==> src/rtl/disp_share_arb_if.sv <==
// Client/display bundle for the shared seven-segment arbiter.
// master = client side, slave = arbiter side.
interface disp_share_arb_if;
  logic [3:0]  req;
  logic [63:0] hex_in;
  logic [15:0] dp_in;
  logic [3:0]  gnt;
  logic [3:0]  hex3;
  logic [3:0]  hex2;
  logic [3:0]  hex1;
  logic [3:0]  hex0;
  logic [3:0]  dp_out;
  logic        switch_tick;

  modport master (
    output req, hex_in, dp_in,
    input  gnt, hex3, hex2, hex1, hex0,
    input  dp_out, switch_tick
  );

  modport slave (
    input  req, hex_in, dp_in,
    output gnt, hex3, hex2, hex1, hex0,
    output dp_out, switch_tick
  );
endinterface

==> src/rtl/disp_share_arb.sv <==
// Round-robin time-share of one 4-digit display among 4 clients,
// with a minimum dwell per grant while others contend.
module disp_share_arb #(
  parameter int DWELL = 100_000_000,
  parameter int CNT_W = 27
) (
  input  logic       clk,
  input  logic       reset,
  disp_share_arb_if.slave bus
);

  localparam logic [CNT_W-1:0] CNT_MAX = CNT_W'(DWELL - 1);

  logic [3:0]       gnt_q;
  logic [CNT_W-1:0] cnt;
  logic [1:0]       last;
  logic [3:0]       hex3_q, hex2_q;
  logic [3:0]       hex1_q, hex0_q;
  logic [3:0]       dp_q;
  logic             tick_q;

  logic [1:0] g_idx;
  logic [1:0] scan;
  logic [1:0] pick;
  logic       pick_vld;
  logic       held;
  logic       keep;
  logic [3:0] nxt_gnt;

  always_comb begin
    g_idx = 2'd0;
    unique case (1'b1)
      gnt_q[0]: g_idx = 2'd0;
      gnt_q[1]: g_idx = 2'd1;
      gnt_q[2]: g_idx = 2'd2;
      gnt_q[3]: g_idx = 2'd3;
      default:  g_idx = 2'd0;
    endcase
  end

  // Scan last+1 .. last+4; last+4 wraps to last itself.
  always_comb begin
    scan     = last;
    pick     = last;
    pick_vld = 1'b0;
    for (int i = 1; i <= 4; i++) begin
      scan = last + 2'(i);
      if (!pick_vld && bus.req[scan]) begin
        pick     = scan;
        pick_vld = 1'b1;
      end
    end
  end

  assign held = |gnt_q;
  assign keep = held && bus.req[g_idx]
             && (cnt != CNT_MAX);

  always_comb begin
    nxt_gnt = gnt_q;
    if (!keep)
      nxt_gnt = pick_vld ? (4'd1 << pick) : 4'd0;
  end

  always_ff @(posedge clk) begin
    if (reset) begin
      gnt_q  <= 4'd0;
      cnt    <= '0;
      last   <= 2'd3;
      hex3_q <= 4'd0;
      hex2_q <= 4'd0;
      hex1_q <= 4'd0;
      hex0_q <= 4'd0;
      dp_q   <= 4'b1111;
      tick_q <= 1'b0;
    end else begin
      gnt_q  <= nxt_gnt;
      cnt    <= keep ? cnt + CNT_W'(1) : '0;
      if (!keep && pick_vld)
        last <= pick;
      tick_q <= (nxt_gnt != 4'd0)
             && (nxt_gnt != gnt_q);
      if (held) begin
        {hex3_q, hex2_q, hex1_q, hex0_q}
          <= bus.hex_in[{g_idx, 4'b0} +: 16];
        dp_q <= bus.dp_in[{g_idx, 2'b0} +: 4];
      end
    end
  end

  assign bus.gnt         = gnt_q;
  assign bus.hex3        = hex3_q;
  assign bus.hex2        = hex2_q;
  assign bus.hex1        = hex1_q;
  assign bus.hex0        = hex0_q;
  assign bus.dp_out      = dp_q;
  assign bus.switch_tick = tick_q;

endmodule

==> src/flat_wrapper.sv <==
// flat-port wrapper written by rule: the top's interface ports become plain ports
module disp_share_arb_flat 
#(
  parameter int DWELL = 100_000_000,
  parameter int CNT_W = 27
)
  (clk, reset, bus_req, bus_hex_in, bus_dp_in, bus_gnt, bus_hex3, bus_hex2, bus_hex1, bus_hex0, bus_dp_out, bus_switch_tick);
  disp_share_arb_if bus_i ();
  input  logic clk;
  input  logic reset;
  input wire logic [$bits(bus_i.req)-1:0] bus_req;
  input wire logic [$bits(bus_i.hex_in)-1:0] bus_hex_in;
  input wire logic [$bits(bus_i.dp_in)-1:0] bus_dp_in;
  output wire logic [$bits(bus_i.gnt)-1:0] bus_gnt;
  output wire logic [$bits(bus_i.hex3)-1:0] bus_hex3;
  output wire logic [$bits(bus_i.hex2)-1:0] bus_hex2;
  output wire logic [$bits(bus_i.hex1)-1:0] bus_hex1;
  output wire logic [$bits(bus_i.hex0)-1:0] bus_hex0;
  output wire logic [$bits(bus_i.dp_out)-1:0] bus_dp_out;
  output wire logic [$bits(bus_i.switch_tick)-1:0] bus_switch_tick;
  assign bus_i.req = bus_req;
  assign bus_i.hex_in = bus_hex_in;
  assign bus_i.dp_in = bus_dp_in;
  assign bus_gnt = bus_i.gnt;
  assign bus_hex3 = bus_i.hex3;
  assign bus_hex2 = bus_i.hex2;
  assign bus_hex1 = bus_i.hex1;
  assign bus_hex0 = bus_i.hex0;
  assign bus_dp_out = bus_i.dp_out;
  assign bus_switch_tick = bus_i.switch_tick;
  disp_share_arb #(.DWELL(DWELL), .CNT_W(CNT_W)) u_core (.clk(clk), .reset(reset), .bus(bus_i));
endmodule
==> config.mk <==
export PLATFORM = sky130hd
export DESIGN_NAME = disp_share_arb_flat
export DESIGN_NICKNAME = d
export VERILOG_FILES = /design/src/rtl/disp_share_arb_if.sv /design/src/rtl/disp_share_arb.sv /design/src/flat_wrapper.sv
export SDC_FILE = /design/constraint.sdc
export NUM_CORES = 1
export LEC_CHECK = 0
export BUFFER_PORTS_ARGS = -buffer_cell sky130_fd_sc_hd__buf_2
export CELL_PAD_IN_SITES_DETAIL_PLACEMENT = 1
export CELL_PAD_IN_SITES_GLOBAL_PLACEMENT = 2
export CORE_ASPECT_RATIO = 1.75
export CORE_UTILIZATION = 25
export CTS_BUF_LIST = sky130_fd_sc_hd__clkbuf_2 sky130_fd_sc_hd__clkbuf_4 sky130_fd_sc_hd__clkbuf_8
export DETAILED_ROUTE_END_ITERATION = 6
export PLACE_DENSITY = 0.81
export SYNTH_ARGS = -nofsm -noshare
export SYNTH_HDL_FRONTEND = slang
export SYNTH_SLANG_ARGS = --single-unit
==> constraint.sdc <==
create_clock -name clk -period 1.9 [get_ports clk]
set_clock_uncertainty 0.15 [all_clocks]
set_input_delay 0.57 -clock clk [delete_from_list [all_inputs] [get_ports clk]]
set_output_delay 0.57 -clock clk [all_outputs]
set_load 0.05 [all_outputs]
==> key figures <==
Clock tree
  • CTS Root Cell: clkbuf_8
  • Total CTS buffers: 5
  • Clk_lat worst skew: 0.33 ns
  • CTS Hold Bufs: 0
  • CTS tree: yes
  • H-tree levels: 2
  • Reg clk slew, reported paths: 0.12 ns
  • Clk buf depth: 2
  • TritonCTS Sinks: 54

Routing
  • Remaining antenna violation count: 0
  • Drt wl/cell: 16.0 µm
  • DR iter-0 viols: 66
  • Residual DRC: 0
  • Routed WL: 10200 µm
  • 1st-pass router iterations: 4
  • Via density: a little over 5
  • Vias: roughly 3300

Die
  • Rows: 52
  • Top Ports: 111
  • Total die area: 12400 µm²
  • Core box area: 11600 µm²
  • Starting Density: about a quarter
  • DIE HEIGHT: ~150 µm
  • Die Width: 84.5 µm

Yosys
  • Flops & latches, synth: 54
  • Gate Count Post-Synth: roughly 350
  • Mapped Area: 2980 µm²
  • Leading area contributor after synthesis: dfxtp_1
  • Post-synth EDFFs: 0
  • Post-synthesis sequential area ratio: 36.3%
  • Synth Flop Type: dfxtp_1
  • Avg Inst Size Synth: 8.58 µm²
  • Ys async rst share: 0%
  • Cell variety after synth: 49
  • Top-area cell type share of the netlist area: 36.3%
  • Yosys warnings: 0
  • Largest cells by area after synthesis: dfxtp_1, a211oi_1, mux2i_1
  • Syn Nets: 434

Worst setup path
  • CP required: 2.00 ns
  • CP Max Fanout: 4
  • WP data arrival: 1.99 ns
  • Setup crit end kind: flop
  • Register-to-register setup slack: 0.01 ns
  • Crit path kind: reg -> reg
  • CP Launch Type: flop

Cells and area
  • Filler cells: 1439
  • Area growth syn-to-layout: 45.8%
  • Nets@finish: 592
  • Multi-input logic area: roughly 1800 µm²
  • Antenna Cells: 0
  • Util after Layout: 37.5%
  • Register area: 1100 µm²
  • Proportion of layout cells with a drive suffix above 1: about two fifths
  • Most common cell after layout, fill and taps aside: buf_2
  • Most frequent cells in the layout: buf_2, buf_4, nor2_1
  • Post-Layout Cell Count: around 640
  • Design Area, Final: 4340 µm²

Timing
  • Slew Viols, Final: 0
  • RSZ-0062 raised after global routing: true
  • Final period util: 99.3%
  • Achievable Freq: 530 MHz
  • Final setup TNS: 0 ns
  • Finish-stage setup viols: 0
  • Final Hold Vio Count: 0
  • Hold WS: about 0.33 ns
  • Relative slew slack: ~72%
  • Actual slew at the worst max-slew pin: 0.411 ns
  • Min Tclk post-route: around 1.9 ns

Hold path
  • Hold crit path type: reg -> reg

Place
  • Placer Congestion: between 0.7 and 0.8
  • Buffers added on ports: 110
  • Placed cell area: 4050 µm²
  • Inst Count DP: 629
  • Post-detail-place hpwl: 7970 µm

Pwr
  • Leakage power: between 1.5 and 2 nW
  • Worst vdd ir: ~0.62 mV
  • Pwr Density: ~1400 nW/µm²

Outcome
  • Status: complete, no violations

Global route
  • Pin count of the biggest net entering global routing: 35
  • First-pass GRT wire length: 16800 µm
  • Vias in the first global route: approximately 3600
  • All-Layer GR Usage: 16.9%
  • Grt total ovfl: 0
  • Antenna violations before repair: 0

Job
  • Max Cap Viol: 0
metal layers:
| layer | vias up | routed length [µm] | track usage (%) |
|---|---|---|---|
| met5 | - | 0 | 0 |
| met4 | 0 | 194 | 5.59 |
| met3 | 14 | 582 | 3.56 |
| met2 | 119 | 5770 | 34.3 |
| met1 | 1545 | 3690 | 16.2 |
| li1 | 1578 | - | - |
state kept, by name, indices dropped and copies added (netlist names):
| name | count |
|---|---|
| u_core.bus.hex3 | 4 |
| u_core.bus.switch_tick | 1 |
| u_core.cnt | 27 |
| u_core.bus.dp_out | 4 |
| u_core.bus.hex0 | 4 |
| u_core.bus.hex1 | 4 |
| u_core.bus.hex2 | 4 |
| u_core.last | 2 |
| u_core.bus.gnt | 4 |
worst max-delay path, stage by stage, from the launching register on:
cell and delay, ns:
dfxtp_1 0.36, ha_1 0.20, nand3_2 0.11, nor4_2 0.31
buf_4 0.17, o211ai_1 0.16, buf_4 0.19, nor3_1 0.15
cell usage after synthesis (2+ instances only):
library cell	instances
a211oi_1	28
a21oi_1	9
a2bb2oi_1	12
and3_1	6
and4_1	2
buf_1	3
buf_2	4
buf_6	2
clkbuf_1	9
dfxtp_1	54
inv_1	5
mux2i_1	18
nand2_1	17
nand2b_1	2
nand3_1	12
nand4_1	10
nand4b_1	2
nor2_1	47
nor2_2	2
nor2_4	9
nor2b_1	10
nor3_1	6
nor3b_1	2
nor4_1	4
nor4b_1	2
o21a_1	2
o21ai_0	17
o22ai_1	5
o32ai_1	2
or3_1	2
xnor2_1	7
xor2_1	18
final timing paths:
| path | startpoint | to | depth (start not counted) |
|---|---|---|---|
| max | u_core.cnt[0] | u_core.bus.switch_tick | 7 |
| min | u_core.bus.dp_out[3] | u_core.bus.dp_out[3] | 2 |
| max reg2reg | u_core.cnt[0] | u_core.bus.switch_tick | 7 |
| min reg2reg | u_core.bus.dp_out[3] | u_core.bus.dp_out[3] | 2 |
layout make-up:
cell class	instances	area share (%)
timing repair buffer	170	25.0
tap	135	3.89
multi-input combinational	268	42.5
sequential	54	25.4
inverter	6	0.519
clock inverter	3	1.10
clock buffer	5	1.59
logic make-up (layout without fill, tap and decap cells):
| kind of cell | after synthesis | count (layout) | share of synthesized area [%] |
|---|---|---|---|
| AO/OA/AOI/OAI | 83 | 83 | 19.5 |
| XOR/XNOR | 25 | 25 | 7.36 |
| adder cells (fa/ha/maj) | 1 | 1 | 0.420 |
| buffers and inverters | 25 | 184 | 4.37 |
| flip-flops | 54 | 54 | 36.3 |
| multiplexers | 18 | 18 | 6.05 |
| AND/OR/NAND/NOR | 141 | 141 | 26.0 |
report_power, final:
part           internal, mW  switching (mW)  leakage, nW
Clock                 0.404           0.434       0.0606
Combinational          1.38            2.20         1.42
Sequential             1.39           0.191        0.446
Total                  3.17            2.83         1.93
through the flow:
step / setup WS [ns] / power (mW)
after floorplan: -0.0386 / 3.94
after global placement: -0.142 / 4.87
after detailed placement: -0.226 / 4.94
after CTS: 0.000267 / 5.93
after global routing: -0.129 / 6.43
final: 0.0124 / 6.00
repair_timing:
item | 4_1_cts | 5_1_grt
pin swaps | 2 | 2
hold endpoints to repair | 0 | 0
gates cloned | 1 | 2
setup endpoints to repair | 36 | 36
buffers inserted | 0 | 1
resized for setup | 12 | 9
Note: power is estimated with default switching activity, not from simulation.
